--- config.mk ---
export PLATFORM = sky130hd
export DESIGN_NAME = cfglut5_chain_loader
export DESIGN_NICKNAME = d
export VERILOG_FILES = /design/src/rtl/cfglut5_chain_loader.sv
export SDC_FILE = /design/constraint.sdc
export NUM_CORES = 1
export LEC_CHECK = 0
export CORE_MARGIN = 1
export CORE_UTILIZATION = 35
export DETAILED_ROUTE_END_ITERATION = 7
export PLACE_DENSITY = 0.56
export SKIP_CTS_REPAIR_TIMING = 1
export SYNTH_ARGS = -nofsm -noshare
export SYNTH_HDL_FRONTEND = slang
export SYNTH_SLANG_ARGS = --single-unit
--- constraint.sdc ---
create_clock -name CLK -period 2 [get_ports CLK]
set_input_delay 0.4 -clock CLK [delete_from_list [all_inputs] [get_ports CLK]]
set_output_delay 0.4 -clock CLK [all_outputs]
set_load 0.05 [all_outputs]
--- src/rtl/cfglut5_chain_loader.sv ---
// cfglut5_chain_loader: streams 32-bit truth tables into a daisy chain of
// CFGLUT5 cells over CE/CDI and collects the displaced contents from CDO.
// Word k of a session lands in LUT CHAIN_LEN-1-k; readback word k is the
// previous contents of that same LUT.
module cfglut5_chain_loader #(
  parameter int unsigned CHAIN_LEN = 1
) (
  input  logic        CLK,
  input  logic        RST,
  input  logic        CFG_VALID,
  output logic        CFG_READY,
  input  logic [31:0] CFG_DATA,
  output logic        LUT_CE,
  output logic        LUT_CDI,
  input  logic        LUT_CDO,
  output logic        RB_VALID,
  output logic [31:0] RB_DATA,
  output logic        BUSY,
  output logic        DONE
);

  localparam int unsigned WCW = $clog2(CHAIN_LEN + 1);
  localparam logic [WCW-1:0] LAST_WORD = WCW'(CHAIN_LEN - 1);

  localparam logic [1:0] IDLE  = 2'd0;
  localparam logic [1:0] SHIFT = 2'd1;
  localparam logic [1:0] WAIT  = 2'd2;

  logic [1:0]     r_state;
  logic [31:0]    r_data_sr;
  logic [31:0]    r_rb_sr;
  logic [4:0]     r_bit_cnt;
  logic [WCW-1:0] r_word_cnt;
  logic           r_rb_valid;
  logic [31:0]    r_rb_data;
  logic           r_done;

  logic           w_end_word;
  logic           w_last_word;
  logic           w_ready;
  logic           w_accept;

  assign w_end_word  = (r_state == SHIFT) && (r_bit_cnt == 5'd31);
  assign w_last_word = (r_word_cnt == LAST_WORD);

  // Ready decode: open while idle or stalled, and on the final bit of a
  // non-final word so the next word can follow without a gap.
  always_comb begin
    w_ready = 1'b0;
    case (r_state)
      IDLE:    w_ready = 1'b1;
      WAIT:    w_ready = 1'b1;
      SHIFT:   w_ready = w_end_word && (r_word_cnt < LAST_WORD);
      default: w_ready = 1'b0;
    endcase
  end

  assign w_accept = CFG_VALID && w_ready;

  // Session sequencer and shift datapath.
  always_ff @(posedge CLK) begin
    if (RST) begin
      r_state    <= IDLE;
      r_data_sr  <= '0;
      r_rb_sr    <= '0;
      r_bit_cnt  <= '0;
      r_word_cnt <= '0;
      r_rb_valid <= 1'b0;
      r_rb_data  <= '0;
      r_done     <= 1'b0;
    end else begin
      r_rb_valid <= 1'b0;
      r_done     <= 1'b0;
      case (r_state)
        IDLE, WAIT: begin
          if (w_accept) begin
            r_data_sr <= CFG_DATA;
            r_bit_cnt <= '0;
            r_state   <= SHIFT;
          end
        end
        SHIFT: begin
          r_data_sr <= {r_data_sr[30:0], 1'b0};
          // CDO is sampled before this edge shifts the chain.
          r_rb_sr   <= {r_rb_sr[30:0], LUT_CDO};
          r_bit_cnt <= r_bit_cnt + 5'd1;
          if (r_bit_cnt == 5'd31) begin
            r_rb_data  <= {r_rb_sr[30:0], LUT_CDO};
            r_rb_valid <= 1'b1;
            if (w_last_word) begin
              r_done     <= 1'b1;
              r_word_cnt <= '0;
              r_state    <= IDLE;
            end else begin
              r_word_cnt <= r_word_cnt + WCW'(1);
              if (w_accept) begin
                r_data_sr <= CFG_DATA;
                r_bit_cnt <= '0;
                r_state   <= SHIFT;
              end else begin
                r_state <= WAIT;
              end
            end
          end
        end
        default: r_state <= IDLE;
      endcase
    end
  end

  assign CFG_READY = w_ready;
  assign LUT_CE    = (r_state == SHIFT);
  assign LUT_CDI   = r_data_sr[31];
  assign RB_VALID  = r_rb_valid;
  assign RB_DATA   = r_rb_data;
  assign DONE      = r_done;
  // The DONE cycle already sits in IDLE but still belongs to the session.
  assign BUSY      = (r_state != IDLE) || r_done;

endmodule

==> impl_metrics.ini, run 1 <==
[power_and_ir_drop]
total_leakage_power_nw = 2.04
power.density_nw_per_um2 = 812
design_power_total_mw = 4.29
vdd_ir_drop_max_mv = 0.486

[timing]
rsz_0062_raised_after_global_routing = false
setup_tns_ns = 0
slew-limit-headroom_pct = 63.7
finalHoldWorstSlack_ns = 0.406
fin_skew_ns = 0.0137
finalHoldViolations = 0
min_period_over_period_pct = 96.3
tightest_slew_ns = 0.542
report.final.slew_viol_count = 0
layout_min_cycle_time_ns = 1.93
setup_viol = 0
f_max_mhz = 519

[route]
antenna_violating_nets_post_route = 0
dr.pass1.iters = 6
routed_via_density = 4.81
first_iter_violations = 140
drt_drc_violations_left = 8
vias = 2860
routedWlPerCell_um = 14.4
routed_wirelength_um = 8550

[cells_and_area]
synthToLayoutAreaGrowth_pct = 24.7
nNetsFinal = 485
layoutNonFillerInstCount = 595
final_standard_cell_utilization_of_the_core_pct = 45.5
insertedDiodeCount = 0
drive_above_1_share_pct = 24.6

[synth]
post_synth_inst_count = 383
yosys.cell_count.top_type = sky130_fd_sc_hd__dfxtp_1
synthFlopType = sky130_fd_sc_hd__dfxtp_1
synth_area_leader_cell = sky130_fd_sc_hd__dfxtp_1
synth-edff-count = 0
syn-num-nets = 421
synthTopCellsByCount = sky130_fd_sc_hd__dfxtp_1, sky130_fd_sc_hd__nand2_1, sky130_fd_sc_hd__nor2_1
post_synth.cell_area_avg_um2 = 11.1
synth_top_cells_by_area = sky130_fd_sc_hd__dfxtp_1, sky130_fd_sc_hd__mux2_4, sky130_fd_sc_hd__mux2i_1, sky130_fd_sc_hd__a22o_1, sky130_fd_sc_hd__a21oi_2
sequential_to_total_area_share_from_yosys_stat_pct = 48.6
synth_area_um2 = 4240
synth.yosys.warnings = 0
netlist.area_leader.share_pct = 48.6
ys_ff_latch = 103
postSynth.asyncResetShare_pct = 0
yosys.cell_types.count = 30

[die]
start_util_pct = 36.5
die_area_um2 = 12600
die_height_um = 112
count_of_pins_on_the_block_boundary = 74
number_of_core_rows = 39
dieWidth_um = 112
core-area_um2 = 11600

[placed_design]
post-place-cells = 578
dp_hpwl_um = 4980
place.gp.congestion = 0.697
port-buffer-count = 73

[cts]
cts_inserted_buffers = 9
htreeDepth = 3
clockBufferDepth = 2
cts_root_buf = sky130_fd_sc_hd__clkbuf_16
clk_pin_slew_worst_paths_ns = 0.08
clock-sinks = 103
clk_latency_ns = 0.34
tritoncts = done

[min_path]
hold_path_cells = 2
worstHoldStart = RST
type_of_the_worst_min_delay_path = input pin to register
min_delay_worst_endpoint = RB_VALID

[flow_run]
drv_cap = 0

[setup_path]
worstReg2RegEnd = RB_DATA[31]
cpPeakStageDelay_ns = 0.84
critical_path_endpoint_category = output port
critical_path_arrival_ns = 1.53
critPathTopFamily = buffers and inverters
worstSetupStartpointType = register
critPathBufInv = 1
timing.critical_path.slowest_stage_cell = sky130_fd_sc_hd__clkdlybuf4s50_1
worst-r2r-cell-count = 6
ordered_list_of_cells_on_the_worst_path = clkdlybuf4s50_1
regToRegSetupSlack_ns = 0.20
timing.critical_path.required_ns = 1.60
path_max_fanout = 2
critical_path_class = register to output port
r2r_start = r_bit_cnt[0]

[global_route]
grt_pass1_wl_um = 14400
grt_pass1_vias = 2999
grt_overflow_total = 0
grt_start_max_net_pins = 43
initial_antenna_violation_count = 0
track_usage_pct = 14.1

[status]
run_status = finished, violations left
violated_checks = DRC
-- cell type report --
type	instances	area, um2
inverters	3	11.3
fillers	1117	6320
multi-input cells	248	1890
well taps	143	179
clock inverters	7	76.3
flip-flops and latches	103	2070
repair buffers	82	846
clock buffers	9	225
-- how the worst max path moves through the flow --
stage | startpoint | to | slack [ns] | cells past startpoint
final | RB_DATA[13] | RB_DATA[13] | 0.07 | 1
after floorplan | r_state[0] | BUSY | 0.06 | 4
after detailed placement | r_bit_cnt[0] | RB_DATA[6] | -0.01 | 6
after global routing | RB_DATA[13] | RB_DATA[13] | 0.004 | 1
after global placement | r_bit_cnt[0] | RB_DATA[20] | 0.03 | 6
after CTS | r_bit_cnt[0] | RB_DATA[31] | -0.05 | 6
-- stage by stage --
stage	cell area (um2)	setup WS [ns]
after global routing	5290	0.00369
after floorplan	4240	0.0619
final	5290	0.0737
after detailed placement	4970	-0.0149
after CTS	5280	-0.0498
after global placement	4970	0.0289
-- layer usage --
layer	wire length, um	GRT usage [%]	vias up
met2	3840	23.1	60
met3	457	4.59	5
li1	-	-	1447
met4	62	3.20	0
met1	4190	18.2	1348
met5	0	0	-
-- power by group --
group          switching, mW  total (mW)  internal (mW)
logic                  0.209       0.441          0.232
clock network          0.837        1.72          0.884
registers             0.0341        2.13           2.10
total                   1.08        4.29           3.21
-- cell families (layout without fill, tap and decap cells) --
family | after synthesis | count (layout) | share of synthesized area [%]
simple gates | 109 | 110 | 11.5
flops | 103 | 103 | 48.6
compound gates | 72 | 72 | 13.9
mux | 63 | 63 | 17.9
buf+inv | 33 | 101 | 7.28
fa+ha+maj | 2 | 2 | 0.590
xor+xnor | 1 | 1 | 0.206
-- registers in the layout, summed over array words and instances (netlist names) --
register,cells
r_bit_cnt,5
r_rb_sr,31
r_state,1
r_data_sr,32
RB_VALID,1
DONE,1
RB_DATA,32
-- layout by cell type, fill, tap and decap left out, types with 2 or more instances in the layout --
master	instances
sky130_fd_sc_hd__dfxtp_1	102
sky130_fd_sc_hd__clkdlybuf4s50_1	68
sky130_fd_sc_hd__nand2_1	43
sky130_fd_sc_hd__nor2_1	36
sky130_fd_sc_hd__mux2i_1	32
sky130_fd_sc_hd__a22o_1	32
sky130_fd_sc_hd__mux2_4	24
sky130_fd_sc_hd__a21oi_2	24
sky130_fd_sc_hd__nand2_2	21
sky130_fd_sc_hd__a21oi_1	12
sky130_fd_sc_hd__clkbuf_16	9
sky130_fd_sc_hd__buf_4	8
sky130_fd_sc_hd__mux2_2	7
sky130_fd_sc_hd__buf_12	5
sky130_fd_sc_hd__nor3b_1	4
sky130_fd_sc_hd__inv_1	2
sky130_fd_sc_hd__nor2_4	2
sky130_fd_sc_hd__ha_1	2
sky130_fd_sc_hd__inv_8	2
sky130_fd_sc_hd__clkinv_8	2
No activity file was read; power rests on OpenSTA's default activity.
==> run 2, diff against run 1 <==
PLACE_DENSITY = 0.58   (was 0.56)
clock period = 1.6 ns   (was 2 ns; I/O delays follow)
==> impl_metrics.ini, run 2 (synthesis gave the netlist of run 1 again) <==
[status]
run_status = finished, violations left
violated_checks = DRC

[timing]
f_max_mhz = 645
fin_skew_ns = 0.00813
finalHoldViolations = 0
tightest_slew_ns = 0.483
min_period_over_period_pct = 96.9
layout_min_cycle_time_ns = 1.55
report.final.slew_viol_count = 0
postLayoutSetupSlackWorst_ns = 0.0504
setup_viol = 0
slew-limit-headroom_pct = 67.8

[global_route]
initial_antenna_violation_count = 0
track_usage_pct = 13.7
grt_pass1_vias = 2814
grt_start_max_net_pins = 43
grt_overflow_total = 0
grt_pass1_wl_um = 13800

[cells_and_area]
most_frequent_standard_cell_in_the_layout_excluding_fill_and_tap_cells = sky130_fd_sc_hd__dfxtp_1
drive_above_1_share_pct = 34.7
finished_layout_cell_area_um2 = 5380
mostFrequentLayoutCells = sky130_fd_sc_hd__dfxtp_1, sky130_fd_sc_hd__buf_4, sky130_fd_sc_hd__nand2_1
nNetsFinal = 497
fillCellCount = 1097
synthToLayoutAreaGrowth_pct = 26.8
layoutNonFillerInstCount = 607
insertedDiodeCount = 0
final_standard_cell_utilization_of_the_core_pct = 46.3

[placed_design]
post-place-cells = 584
dpl_worst_slack_ns = -0.338
place.gp.congestion = 0.698
dp_hpwl_um = 5020
area_of_placed_instances_um2 = 4930
port-buffer-count = 73

[cts]
tritoncts = done
cts_root_buf = sky130_fd_sc_hd__clkbuf_16
clk_latency_ns = 0.34
htreeDepth = 3
cts_inserted_buffers = 9
clk_pin_slew_worst_paths_ns = 0.07
clockBufferDepth = 2
clock-sinks = 103

[route]
first_iter_violations = 155
drt_drc_violations_left = 9
antenna_violating_nets_post_route = 0
vias = 2890
dr.pass1.iters = 6
routed_wirelength_um = 8760
routedWlPerCell_um = 14.4
routed_via_density = 4.76

[setup_path]
timing.critical_path.required_ns = 1.83
worstSetupStartpointType = register
path_max_fanout = 5
r2r_start = r_bit_cnt[1]
critical_path_class = register to register
critical_path_endpoint_category = register
critical_path_arrival_ns = 1.78
setup.worst_path.start = r_bit_cnt[1]

[die]
core-area_um2 = 11600
number_of_core_rows = 39
die_height_um = 112
start_util_pct = 36.5
count_of_pins_on_the_block_boundary = 74
dieWidth_um = 112
die_area_um2 = 12600

[flow_run]
drv_cap = 0

[min_path]
worstHoldStart = RST
type_of_the_worst_min_delay_path = input pin to register

[power_and_ir_drop]
vdd_ir_drop_max_mv = 0.639
design_power_total_mw = 5.44
total_leakage_power_nw = 2.19
power.density_nw_per_um2 = 1010
==> run 2: metal layers <==
layer | GRT usage (%) | routed length, um | vias to the layer above
met5 | 0 | 0 | -
met4 | 4.27 | 96 | 0
met3 | 4.00 | 510 | 9
met2 | 21.4 | 3940 | 59
met1 | 18.2 | 4210 | 1358
li1 | - | - | 1464
==> run 2: power breakdown <==
group	internal, mW	switching, mW	leakage, nW
combinational	0.313	0.274	1.22
clock	1.23	0.963	0.141
sequential	2.62	0.0373	0.836
total	4.16	1.27	2.19
==> run 2: critical path, cell delays in order, from the launching register on <==
cell and delay (ns):
sky130_fd_sc_hd__dfxtp_1 0.34, sky130_fd_sc_hd__ha_2 0.18, sky130_fd_sc_hd__and3_4 0.19, sky130_fd_sc_hd__ha_4 0.15, sky130_fd_sc_hd__a21oi_4 0.06, sky130_fd_sc_hd__buf_12 0.14, sky130_fd_sc_hd__buf_4 0.15, sky130_fd_sc_hd__a22o_1 0.22
==> run 2: final timing paths <==
check            endpoint  depth (start not counted)  slack (ns)
max           RB_DATA[15]                          7        0.05
min              RB_VALID                          3        0.41
max reg2reg   RB_DATA[15]                          7        0.05
min reg2reg  r_data_sr[5]                          2        0.46
==> run 2: through the flow <==
step,setup TNS (ns),hold WS [ns]
after floorplan,0,0.437
after global placement,-9.24,0.446
after detailed placement,-10.49,0.451
after CTS,-10.80,0.361
after global routing,-0.00136,0.398
final,0,0.408
==> run 2: final cells by class <==
class	count	area, um2	area share [%]
clock inverters	5	63.8	1.19
flip-flops and latches	103	2070	38.4
repair buffers	94	911	16.9
multi-input cells	248	1920	35.6
well taps	143	179	3.33
inverters	3	11.3	0.209
clock buffers	11	233	4.33
==> run 3, diff against run 2 <==
ABC_CLOCK_PERIOD_IN_PS = 1600   (was default)
PLACE_DENSITY = 0.64   (was 0.58)
==> impl_metrics.ini, run 3 (synthesis gave the netlist of run 1 again) <==
[setup_path]
timing.critical_path.slowest_stage_cell = sky130_fd_sc_hd__dfxtp_4
regToRegSetupSlack_ns = 0.10
path_max_fanout = 33
worstReg2RegEnd = r_state[0]
cpPeakStageDelay_ns = 0.40
timing.critical_path.required_ns = 1.28
worstSetupStartpointType = register
r2r_start = r_bit_cnt[0]
critical_path_arrival_ns = 1.19
critical_path_class = register to output port
critical_path_endpoint_category = output port
ordered_list_of_cells_on_the_worst_path = buf_6 -> buf_12
worst-r2r-cell-count = 6

[timing]
f_max_mhz = 663
setup_viol = 0
finalHoldViolations = 0
fin_skew_ns = 0.00531
setup_tns_ns = 0
report.final.slew_viol_count = 0
postLayoutSetupSlackWorst_ns = 0.0926
slew-limit-headroom_pct = 79.6
tightest_slew_ns = 0.306
rsz_0062_raised_after_global_routing = false
min_period_over_period_pct = 94.2
layout_min_cycle_time_ns = 1.51

[power_and_ir_drop]
power.density_nw_per_um2 = 1040
vdd_ir_drop_max_mv = 0.787
total_leakage_power_nw = 2.21

[cts]
clockBufferDepth = 2
clk_latency_ns = 0.34
htreeDepth = 3
cts_root_buf = sky130_fd_sc_hd__clkbuf_16
clock-sinks = 103
clk_pin_slew_worst_paths_ns = 0.07
cts_inserted_buffers = 9
tritoncts = done

[cells_and_area]
fillCellCount = 1098
finished_layout_cell_area_um2 = 5430
final_standard_cell_utilization_of_the_core_pct = 46.8
layoutNonFillerInstCount = 603
mostFrequentLayoutCells = sky130_fd_sc_hd__dfxtp_1, sky130_fd_sc_hd__nand2_1, sky130_fd_sc_hd__buf_4
multi_input_comb_area_um2 = 1920
layout.area.seq_um2 = 2070
drive_above_1_share_pct = 34.6
synthToLayoutAreaGrowth_pct = 28.0
nNetsFinal = 493
most_frequent_standard_cell_in_the_layout_excluding_fill_and_tap_cells = sky130_fd_sc_hd__dfxtp_1
insertedDiodeCount = 0

[placed_design]
dp_hpwl_um = 5110
dpl_worst_slack_ns = -0.312
place.gp.congestion = 0.705
port-buffer-count = 73
area_of_placed_instances_um2 = 4970
post-place-cells = 582

[global_route]
initial_antenna_violation_count = 0
grt_start_max_net_pins = 54
grt_overflow_total = 0
track_usage_pct = 14.1
grt_pass1_wl_um = 14000
grt_pass1_vias = 2864

[die]
count_of_pins_on_the_block_boundary = 74
start_util_pct = 36.5
die_height_um = 112
die_area_um2 = 12600
number_of_core_rows = 39
dieWidth_um = 112
core-area_um2 = 11600

[min_path]
min_delay_worst_endpoint = RB_VALID
type_of_the_worst_min_delay_path = input pin to register
hold_path_cells = 3
worstHoldStart = RST

[flow_run]
drv_cap = 0

[status]
violated_checks = DRC
run_status = finished, violations left

[route]
first_iter_violations = 207
antenna_violating_nets_post_route = 0
routed_via_density = 4.83
dr.pass1.iters = 6
vias = 2914
drt_drc_violations_left = 9
routedWlPerCell_um = 14.5
routed_wirelength_um = 8730
[run 3: how the worst max path moves through the flow]
stage	startpoint	endpoint	slack (ns)
floorplan	r_bit_cnt[0]	RB_DATA[10]	0.08
global placement	r_bit_cnt[0]	RB_DATA[3]	-0.27
detailed placement	r_bit_cnt[0]	RB_DATA[26]	-0.31
CTS	r_bit_cnt[0]	RB_DATA[26]	-0.33
global route	r_bit_cnt[0]	r_state[0]	0.03
finish	r_state[0]	LUT_CE	0.09
[run 3: layer usage]
metal / up-vias / global-route usage, % / share of wire (%)
li1: 1462 / - / -
met2: 58 / 22.9 / 46
met1: 1386 / 17.9 / 47
met3: 8 / 4.10 / 5.7
met4: 0 / 4.71 / 1.0
met5: - / 0 / 0
[run 3: per-stage QoR]
step | hold slack, ns | power [mW]
after floorplan | 0.437 | 3.14
after global placement | 0.442 | 3.28
after detailed placement | 0.454 | 3.29
after CTS | 0.338 | 5.73
after global routing | 0.383 | 5.88
final | 0.382 | 5.66
[run 3: layout make-up]
type | instances | area share [%]
inverter | 3 | 0.207
tap | 143 | 3.29
clock inverter | 6 | 1.80
timing repair buffer | 90 | 17.0
sequential | 103 | 38.0
multi-input combinational | 248 | 35.3
clock buffer | 10 | 4.40
[run 3: critical path: cells and delay by family (launching register included)]
kind     cells  cell delay, ns
buf+inv      2            0.45
flops        1            0.40
[run 3: where the power goes]
part	leakage [nW]	switching (mW)	total (mW)	internal, mW
clock network	0.166	0.977	2.42	1.44
registers	0.836	0.0335	2.65	2.62
logic	1.21	0.278	0.594	0.316
==> RTL change 1, RTL diff (config.mk and constraints of run 3) <==
Add an input register stage for `CFG_VALID` and `CFG_DATA`; this delays them by one clock. The other inputs are not delayed to match.
--- a/src/rtl/cfglut5_chain_loader.sv
+++ b/src/rtl/cfglut5_chain_loader.sv
@@ -27,2 +27,10 @@
   localparam logic [1:0] WAIT  = 2'd2;
+
+  logic CFG_VALID_q;
+  logic [31:0] CFG_DATA_q;
+
+  always_ff @(posedge CLK) begin
+    CFG_VALID_q <= CFG_VALID;
+    CFG_DATA_q  <= CFG_DATA;
+  end
 
@@ -57,3 +65,3 @@
 
-  assign w_accept = CFG_VALID && w_ready;
+  assign w_accept = CFG_VALID_q && w_ready;
 
@@ -76,3 +84,3 @@
           if (w_accept) begin
-            r_data_sr <= CFG_DATA;
+            r_data_sr <= CFG_DATA_q;
             r_bit_cnt <= '0;
@@ -96,3 +104,3 @@
               if (w_accept) begin
-                r_data_sr <= CFG_DATA;
+                r_data_sr <= CFG_DATA_q;
                 r_bit_cnt <= '0;
Function: changed (Yosys sat finds a counterexample within 4 cycles, from zero or initial values and one cycle with RST high).
==> RTL change 1 against run 3 <==
Final area rose by 16%. Wire length rose by 13%. Non-clock buffer count rose by 3. Area after synthesis rose by 16%. Power rose by 37%. Setup slack got worse by 0.043 ns. Maximum frequency fell by 2.8%. Sequential cell count rose by 33. Sequential share of layout area rose by 5.1 points. Sequential power rose by 34%. Largest cell class unchanged. Largest power group is now clock.
==> RTL change 1: results (changes against run 3) <==
<table>
<tr><th>Metric</th><th>Value</th></tr>
<tr><th colspan="2">Clocking</th></tr>
<tr><td>Number of buffers created by CTS</td><td>17 (+8)</td></tr>
<tr><td>Count of H-tree levels built during CTS</td><td>4 (+1)</td></tr>
<tr><th colspan="2">Yosys</th></tr>
<tr><td>Most frequent cells after synthesis</td><td>sky130_fd_sc_hd__dfxtp_1 (136), sky130_fd_sc_hd__nand2_1 (44), sky130_fd_sc_hd__nor2_1 (36)</td></tr>
<tr><td>Number of different library cells in the post-synthesis netlist</td><td>31 (+3.3%)</td></tr>
<tr><td>Net count after synthesis</td><td>454 (+7.8%)</td></tr>
<tr><td>Synth area leaders</td><td>sky130_fd_sc_hd__dfxtp_1 (55%), sky130_fd_sc_hd__mux2_4 (7.3%), sky130_fd_sc_hd__mux2i_1 (6.5%)</td></tr>
<tr><td>Register area share after synthesis</td><td>0.554 (+0.0684)</td></tr>
<tr><th colspan="2">Pwr</th></tr>
<tr><td>Static leakage power</td><td>0.00257 uW (+16%)</td></tr>
<tr><td>IR drop worst, VDD</td><td>713 uV (-9.4%)</td></tr>
<tr><th colspan="2">Route</th></tr>
<tr><td>Initial DRT Pass Iterations</td><td>4 (-2)</td></tr>
<tr><td>DR vias</td><td>3195 (+9.6%)</td></tr>
<tr><td>Post-Route WL</td><td>9840 um (+13%)</td></tr>
<tr><td>Detailed Route Iter0 Violations</td><td>162 (-22%)</td></tr>
<tr><th colspan="2">Setup path</th></tr>
<tr><td>Reg-to-reg startpoint</td><td>r_bit_cnt[1]$_SDFFE_PP0P_</td></tr>
<tr><td>Reg-to-reg setup timing slack</td><td>0.06 ns (-0.04 ns)</td></tr>
<tr><td>Data arrival time of the critical path</td><td>1.23 ns (+0.04 ns)</td></tr>
<tr><th colspan="2">Placed design</th></tr>
<tr><td>DPL Wire Length</td><td>5830 um (+14%)</td></tr>
<tr><th colspan="2">Layout</th></tr>
<tr><td>NumNets Final</td><td>537 (+8.9%)</td></tr>
<tr><td>Fraction of layout cells with a size suffix above 1</td><td>0.333 (-0.0130)</td></tr>
<tr><td>Number of fill cells in the layout</td><td>1243 (+13%)</td></tr>
<tr><th colspan="2">Timing</th></tr>
<tr><td>Worst-Margin Slew</td><td>0.481 ns (+0.175 ns)</td></tr>
<tr><td>Fin Clk Skew</td><td>0.00796 ns (+0.00265 ns)</td></tr>
<tr><th colspan="2">Global routing</th></tr>
<tr><td>Total GRT Usage</td><td>0.141 (+0.000211)</td></tr>
<tr><td>Maximum number of pins on one net before global-route repair</td><td>39 (-28%)</td></tr>
<tr><td>First-pass GRT wire length</td><td>15500 um (+11%)</td></tr>
<tr><th colspan="2">Outcome</th></tr>
<tr><td>Result of the run</td><td>finished clean</td></tr>
</table>
## RTL change 1: worst max path at each step
stage	slack [ns]	from	cells past startpoint	end
6_report	0.05	r_state[0]$_SDFFE_PP0P_	2	BUSY
5_1_grt	-0.00006	r_state[0]$_SDFFE_PP0P_	2	CFG_READY
4_1_cts	-0.36	r_bit_cnt[1]$_SDFFE_PP0P_	6	RB_DATA[7]$_SDFFE_PP0P_
3_5_place_dp	-0.34	r_bit_cnt[1]$_SDFFE_PP0P_	6	RB_DATA[18]$_SDFFE_PP0P_
3_3_place_gp	-0.27	r_bit_cnt[1]$_SDFFE_PP0P_	6	RB_DATA[27]$_SDFFE_PP0P_
2_1_floorplan	0.08	r_bit_cnt[0]$_SDFFE_PP0P_	7	RB_DATA[10]$_SDFFE_PP0P_
## RTL change 1: layout make-up
type	instances	share of cell area
Clock buffer	24	0.0762
Clock inverter	7	0.0111
Inverter	3	0.00178
Multi-Input combinational cell	248	0.301
Sequential cell	136	0.432
Tap cell	176	0.0348
Timing Repair Buffer	93	0.144
## RTL change 1: routing by layer
metal | global-route usage | vias up | routed length, um
li1 | - | 1593 | -
met1 | 0.174 | 1508 | 4600
met2 | 0.212 | 78 | 4480
met3 | 0.0519 | 16 | 571
met4 | 0.0787 | 0 | 187
met5 | 0 | - | 0
## RTL change 1: metrics by stage
step	std cells	setup slack, ns	utilization	instance area, sq um	hold slack (ns)
floorplan	416	0.0768	-	4910	0.348
global placement	649	-0.270	0.421	5660	0.439
detailed placement	649	-0.343	0.421	5660	0.452
CTS	680	-0.356	0.462	6210	0.262
global route	687	-0.0000578	0.470	6320	0.304
finish	687	0.0492	0.470	6320	0.311
## RTL change 1: critical path, stage by stage, from the launching register on
cell and delay [ns]:
sky130_fd_sc_hd__dfxtp_4 0.39, sky130_fd_sc_hd__or2_4 0.27, sky130_fd_sc_hd__buf_12 0.15
## RTL change 1: cell families (layout without fill, tap and decap cells)
group | count (synthesis) | after routing | share of synthesized area
fa+ha+maj | 2 | 2 | 0.00509
flops | 136 | 136 | 0.554
buf+inv | 33 | 127 | 0.0645
xor+xnor | 1 | 1 | 0.00178
compound gates | 72 | 72 | 0.120
simple gates | 109 | 110 | 0.0996
mux | 63 | 63 | 0.155
## RTL change 1: power breakdown
part,switching [uW],total [uW],internal (uW)
logic,273,583,310
registers,52.3,3550,3490
clock network,1380,3620,2240
total,1700,7750,6050
==> RTL change 2, RTL diff (flow settings as in run 3) <==
Without the edit above. Make the reset (`RST`) asynchronous in one clocked block.
--- a/src/rtl/cfglut5_chain_loader.sv
+++ b/src/rtl/cfglut5_chain_loader.sv
@@ -60,3 +60,3 @@
   // Session sequencer and shift datapath.
-  always_ff @(posedge CLK) begin
+  always_ff @(posedge CLK or posedge RST) begin
     if (RST) begin
Check against the original RTL: differs if RST is asserted again (counterexample within 4 cycles, from zero or initial values and one cycle with RST high); with RST held inactive, the same outputs for 10 cycles.
==> RTL change 2 against run 3 <==
The run ends with DRC, setup timing left. Setup slack lost 0.22 ns. Final area rose by 3.2%. Sequential share of layout area increased by 7.6 points. Global-route usage decreased by 0.14 points. Register-to-register slack worse by 0.22 ns. Sequential cell count is 1 lower. Area after synthesis is essentially flat. Wire length decreased by 4.0%. Critical endpoint is now RB_DATA[15]$_DFFE_PP0P_.
Power is not compared: it rests on default switching activity, and its combinational part moved more than twofold at a synthesized area within 25%.
==> RTL change 2: results (changes against run 3) <==
<table>
<tr><th>Metric</th><th>Value</th></tr>
<tr><th colspan="2">Timing</th></tr>
<tr><td>Worst-case setup margin in the final layout</td><td>-0.124 ns (-0.216 ns)</td></tr>
<tr><td>Fin Clk Skew</td><td>0.00921 ns (+0.00390 ns)</td></tr>
<tr><td>Final count of negative-setup-slack endpoints</td><td>31 (+31)</td></tr>
<tr><th colspan="2">Setup path</th></tr>
<tr><td>Launch point of the worst path</td><td>r_bit_cnt[0]$_DFFE_PP0P_</td></tr>
<tr><td>Critical Path Max Stage Delay</td><td>0.38 ns (-0.02 ns)</td></tr>
<tr><td>Data arrival time of the critical path</td><td>1.95 ns (+0.76 ns)</td></tr>
<tr><td>Worst R2R End</td><td>RB_DATA[15]$_DFFE_PP0P_</td></tr>
<tr><th colspan="2">Route</th></tr>
<tr><td>DRC violation count after routing</td><td>4 (-5)</td></tr>
<tr><td>DR vias</td><td>2538 (-13%)</td></tr>
<tr><th colspan="2">Yosys</th></tr>
<tr><td>Mux contribution to synthesized area</td><td>0.267 (+0.0883)</td></tr>
<tr><td>Number of different library cells in the post-synthesis netlist</td><td>21 (-30%)</td></tr>
<tr><td>Fraction of the mapped netlist area in compound gates</td><td>0.0448 (-0.0941)</td></tr>
<tr><td>Register area share after synthesis</td><td>0.601 (+0.115)</td></tr>
<tr><td>Most frequent cells after synthesis</td><td>sky130_fd_sc_hd__dfrtp_1 (102), sky130_fd_sc_hd__nand2_1 (36), sky130_fd_sc_hd__mux2_2 (35), sky130_fd_sc_hd__o21ai_0 (35), sky130_fd_sc_hd__mux2i_1 (32)</td></tr>
<tr><td>Synthesized area per cell</td><td>14.0 sq um (+26%)</td></tr>
<tr><td>Net count after synthesis</td><td>341 (-19%)</td></tr>
<tr><td>Synth area leaders</td><td>sky130_fd_sc_hd__dfrtp_1 (60%), sky130_fd_sc_hd__mux2_4 (9.9%), sky130_fd_sc_hd__mux2_2 (9.3%)</td></tr>
<tr><th colspan="2">Outcome</th></tr>
<tr><td>Violated checks</td><td>DRC, setup timing</td></tr>
<tr><td>Result of the run</td><td>complete, but fails checks</td></tr>
<tr><th colspan="2">Placed design</th></tr>
<tr><td>DPL Wire Length</td><td>5440 um (+6.5%)</td></tr>
<tr><td>Worst slack at placement</td><td>-0.138 ns (+0.174 ns)</td></tr>
<tr><td>Final Wtd Congestion</td><td>0.688 (-2.4%)</td></tr>
<tr><th colspan="2">Global routing</th></tr>
<tr><td>Fraction of met3 tracks used by global routing</td><td>0.0475 (+0.00648)</td></tr>
<tr><td>Total GRT Usage</td><td>0.139 (-0.00136)</td></tr>
<tr><td>First-pass GRT wire length</td><td>13600 um (-3.4%)</td></tr>
<tr><th colspan="2">Layout</th></tr>
<tr><td>NumNets Final</td><td>425 (-14%)</td></tr>
<tr><th colspan="2">Min path</th></tr>
<tr><td>Type of the worst min-delay path</td><td>input pin to asynchronous set/reset pin</td></tr>
</table>
## RTL change 2: cell type report
type / instances / share of cell area
inverter: 2 / 0.00201
sequential: 102 / 0.456
clock inverter: 4 / 0.00937
timing repair buffer: 93 / 0.175
multi-input combinational: 179 / 0.280
tap: 143 / 0.0319
clock buffer: 12 / 0.0457
## RTL change 2: worst max-delay path by stage
stage / cells after the start / slack (ns) / to
3_3_place_gp: 6 / -0.11 / RB_DATA[29]$_DFFE_PP0P_
6_report: 6 / -0.12 / RB_DATA[15]$_DFFE_PP0P_
5_1_grt: 6 / -0.18 / RB_DATA[0]$_DFFE_PP0P_
4_1_cts: 6 / -0.16 / RB_DATA[11]$_DFFE_PP0P_
3_5_place_dp: 6 / -0.14 / RB_DATA[28]$_DFFE_PP0P_
2_1_floorplan: 7 / -0.09 / RB_DATA[10]$_DFFE_PP0P_
## RTL change 2: layer usage
layer	vias to the layer above	part of all wire
met1	1254	0.46
met3	8	0.065
met4	0	0.013
li1	1215	-
met5	-	0
met2	61	0.46
